$ cat config.mk
export PLATFORM = sky130hd
export DESIGN_NAME = fifo_buffer
export DESIGN_NICKNAME = d
export VERILOG_FILES = /design/src/rtl/fifo_buffer.sv
export SDC_FILE = /design/constraint.sdc
export NUM_CORES = 1
export LEC_CHECK = 0
export BUFFER_PORTS_ARGS = -buffer_cell sky130_fd_sc_hd__buf_2
export CORE_UTILIZATION = 55
export CTS_BUF_LIST = sky130_fd_sc_hd__clkbuf_4 sky130_fd_sc_hd__clkbuf_8
export CTS_CLUSTER_SIZE = 8
export DETAILED_ROUTE_END_ITERATION = 10
export GPL_TIMING_DRIVEN = 0
export HOLD_SLACK_MARGIN = 0.1
export PLACE_DENSITY = 0.74
export SLEW_MARGIN = 10
export SYNTH_ARGS = -nofsm -noshare
export SYNTH_HDL_FRONTEND = slang
export SYNTH_SLANG_ARGS = --single-unit
export TNS_END_PERCENT = 20
$ cat constraint.sdc
create_clock -name clk -period 3.6 [get_ports clk]
set_clock_uncertainty 0.05 [all_clocks]
set_input_delay 0.18 -clock clk [delete_from_list [all_inputs] [get_ports clk]]
set_output_delay 0.18 -clock clk [all_outputs]
set_load 0.1 [all_outputs]
$ cat src/rtl/fifo_buffer.sv
// Synchronous FIFO with circular storage, occupancy count,
// level flags and sticky overflow/underflow error flags.
module fifo_buffer #(
    parameter int WIDTH  = 8,
    parameter int DEPTH  = 8,
    parameter int ADDR_W = 3
) (
    input  logic              clk,
    input  logic              rst,
    input  logic              wn,
    input  logic              rn,
    input  logic [WIDTH-1:0]  in,
    output logic [WIDTH-1:0]  out,
    output logic              full,
    output logic              empty,
    output logic [ADDR_W:0]   count,
    output logic              overflow,
    output logic              underflow
);

    localparam logic [ADDR_W-1:0] LAST = ADDR_W'(DEPTH - 1);
    localparam logic [ADDR_W:0]   CMAX = (ADDR_W + 1)'(DEPTH);

    logic [WIDTH-1:0]  mem [DEPTH];
    logic [ADDR_W-1:0] wr_ptr;
    logic [ADDR_W-1:0] rd_ptr;
    logic              do_wr;
    logic              do_rd;

    assign full  = (count == CMAX);
    assign empty = (count == '0);

    // A read while full frees the slot the same-cycle write lands in
    assign do_wr = wn && (!full || rn);
    assign do_rd = rn && !empty;

    always_ff @(posedge clk) begin
        if (rst) begin
            wr_ptr    <= '0;
            rd_ptr    <= '0;
            count     <= '0;
            out       <= '0;
            overflow  <= 1'b0;
            underflow <= 1'b0;
        end else begin
            if (do_wr) begin
                wr_ptr <= (wr_ptr == LAST) ? '0 : wr_ptr + 1'b1;
            end
            if (do_rd) begin
                out    <= mem[rd_ptr];
                rd_ptr <= (rd_ptr == LAST) ? '0 : rd_ptr + 1'b1;
            end
            if (do_wr && !do_rd) begin
                count <= count + 1'b1;
            end else if (do_rd && !do_wr) begin
                count <= count - 1'b1;
            end
            if (wn && full && !rn) begin
                overflow <= 1'b1;
            end
            if (rn && empty) begin
                underflow <= 1'b1;
            end
        end
    end

    always_ff @(posedge clk) begin
        if (!rst && do_wr) begin
            mem[wr_ptr] <= in;
        end
    end

endmodule

==> flow_summary.ini <==
[floorplan]
coreArea_mm2 = 0.005642
die_ar_mm2 = 0.006317
dieHeight_um = 79.48
initial_core_util_pct = 58.53
rows = 27
num_io_pins = 28
floorplan.die.width_um = 79.48

[final_layout]
final_core_utilization_pct = 68.66
finalNonFillerCells = 331
seqCellArea_mm2 = 0.002322
area_delta_synth_final_pct = 17.32
num-fill-cells = 395
multiInputGateArea_um2 = 949.7
layout.cells.most_common_list = edfxtp_1 (64), buf_2 (29), nor2_1 (23)
finalNetCount = 274
layout_commonest_cell = edfxtp_1
drive_gt1_share_pct = 28.96
antenna_cells_inserted = 0

[setup_path]
reg2regPathDepth = 10
setup.worst_path.class = register to register
timing.critical_path.from_type = register
critical_path.endpoint_type = register
rr_endpoint = count[3]
signal_arrival_time_at_the_worst_endpoint_ns = 3.27
rrSetupSlack_ns = 0.50
critical_path.reg2reg.startpoint = count[0]
worst-endpoint-required_ns = 3.78
critical_path_peak_fanout = 9

[logic_synthesis]
yosysTopAreaCellShare_pct = 58.20
synth.avg_cell_area_um2 = 16.11
synth_top_area_cell = edfxtp_1
ys.flop_type = edfxtp_1
post_synth_instance_area_mm2 = 0.003302
synth_cells = 205
synth_top_cells_by_area = edfxtp_1 (58%), dfxtp_1 (12%), mux4_2 (11%), ha_1 (2.7%), nor2_1 (2.6%)
async_flop_share_pct = 0
synth.lib_cells_used.distinct = 32
synth_edf_count = 64
synth.net_count = 225
synth.ff_latch_count = 84
synth_warn = 0
synth.yosys.seq_area_share_pct = 70.33

[global_routing]
antenna_found_initial = 0
groute.usage.overall_pct = 21.63
grt_pass1_vias = 1872
grt_max_degree = 15
grt_overflow_total = 0
grt_pass1_wl_um = 9480

[routing]
drt.antenna.violating_nets = 0
number_of_optimization_iterations_in_the_first_detailed_route_pass = 4
dr_total_vias = 1918
vias_per_cell = 5.795
route.detailed.drc = 0
drt_wl_total_um = 6230
drt-initial-drc-count = 113
wl_per_cell_um = 18.82

[placed_design]
port_buffers = 26
place_inst = 305
global_placement_routability_congestion = 0.8012
detailed_place_hpwl_um = 3892

[sta]
finalCriticalPeriod_ns = 3.097
setup_viol = 0
slew-limit-headroom_pct = 37.30
hold-worst-slack_ns = 0.2293
timing_worst_slew_pin_value_ns = 0.9370
achievable-frequency_ghz = 0.3229
final.period_utilization_pct = 86.01
count_of_pins_over_their_slew_limit = 0
finalHoldViolations = 0
setup_repair_after_global_routing_missed_its_margin = no
setup_total_negative_slack_ns = 0

[job]
max_cap_violations = 0

[pwr]
total_power_mw = 2.878
cellLeakagePower_nw = 1.367
pwr_density_cell_mw_per_mm2 = 743.0
worst_ir_drop_on_vdd_uv = 522.1

[cts]
post_cts_buffers = 0
cts_tree = built
postCtsResizedCells = 0
insertion_delay_ns = 0.34
tritoncts_num_sinks = 84
cts_made_buffers = 9
ctsHtreeMaxLevel = 3
max-clock-path-buffers = 2
cts.root.buffer_cell = clkbuf_8
clkSlewWorstSetupHoldPaths_ns = 0.08

[hold_path]
whs_endpoint = count[3]
min_from = rst
hold_depth = 3
timing.hold.worst.class = primary input to register

[status]
status = complete, no violations
through the flow:
step                      cell area (um^2)  worst slack (ns)
after global routing                  3874            0.3738
after global placement                3528            0.5918
final                                 3874            0.5035
after floorplan                       3308            0.2154
after CTS                             3874            0.5032
after detailed placement              3571            0.5256
state kept, by name (all words and copies together), names as in the netlist:
name       cells
rd_ptr         3
underflow      1
mem           64
out            8
overflow       1
wr_ptr         3
count          4
cell usage after synthesis, drive strengths merged (2+ instances only):
master   n
edfxtp  64
nor2    23
dfxtp   20
mux4    16
nand2   12
nor3    12
a21oi   10
o22ai    8
ha       7
buf      5
clkbuf   5
inv      4
nand3b   2
nor4     2
critical path: stages (launching register included):
cell      delay [ns]
dfxtp_1         0.40
or4b_4          0.61
o21ai_4         0.30
inv_2           0.12
ha_1            0.23
inv_1           0.14
ha_1            0.29
a21oi_1         0.21
a211oi_1        0.10
a31oi_1         0.18
mux2_2          0.35
timing repair:
item | CTS | global route
hold buffers | 10 | 0
endpoints found under the hold margin | 66 | 0
endpoints found under the setup margin | 0 | 0
layout make-up:
class	count	share of cell area (%)
Sequential cell	84	59.95
Multi-Input combinational cell	107	24.52
Timing Repair Buffer	38	6.331
Clock buffer	12	3.941
Tap cell	72	2.326
Clock inverter	4	1.292
Buffer	10	1.260
Inverter	4	0.3876
power breakdown:
part           leakage [nW]  switching, mW  internal [mW]
logic                 0.523          0.744          0.283
clock network         0.101          0.314          0.354
registers             0.743         0.0628           1.12
worst max-delay path by stage:
stage | from | to | slack (ns) | cells past startpoint
after floorplan | count[3] | count[3] | 0.22 | 10
after global placement | count[0] | mem[4][7] | 0.59 | 5
after detailed placement | count[0] | count[3] | 0.53 | 10
after CTS | count[0] | count[3] | 0.50 | 10
after global routing | count[0] | count[3] | 0.37 | 10
final | count[0] | count[3] | 0.50 | 10
cells by family after synthesis:
kind of cell             synth area share (%)
AND/OR/NAND/NOR                         8.109
XOR/XNOR                               0.5306
AO/OA/AOI/OAI                           4.282
flip-flops                              70.33
multiplexers                            11.56
buffers and inverters                   1.932
adder cells (fa/ha/maj)                 3.259
per-layer routing:
metal	global-route usage, %	vias to the layer above	wire, um
li1	-	891	-
met1	27.67	966	2576
met2	36.32	51	3284
met3	3.771	10	264
met4	9.455	0	105
met5	0	-	0
Power figures use the tool's default switching activity.
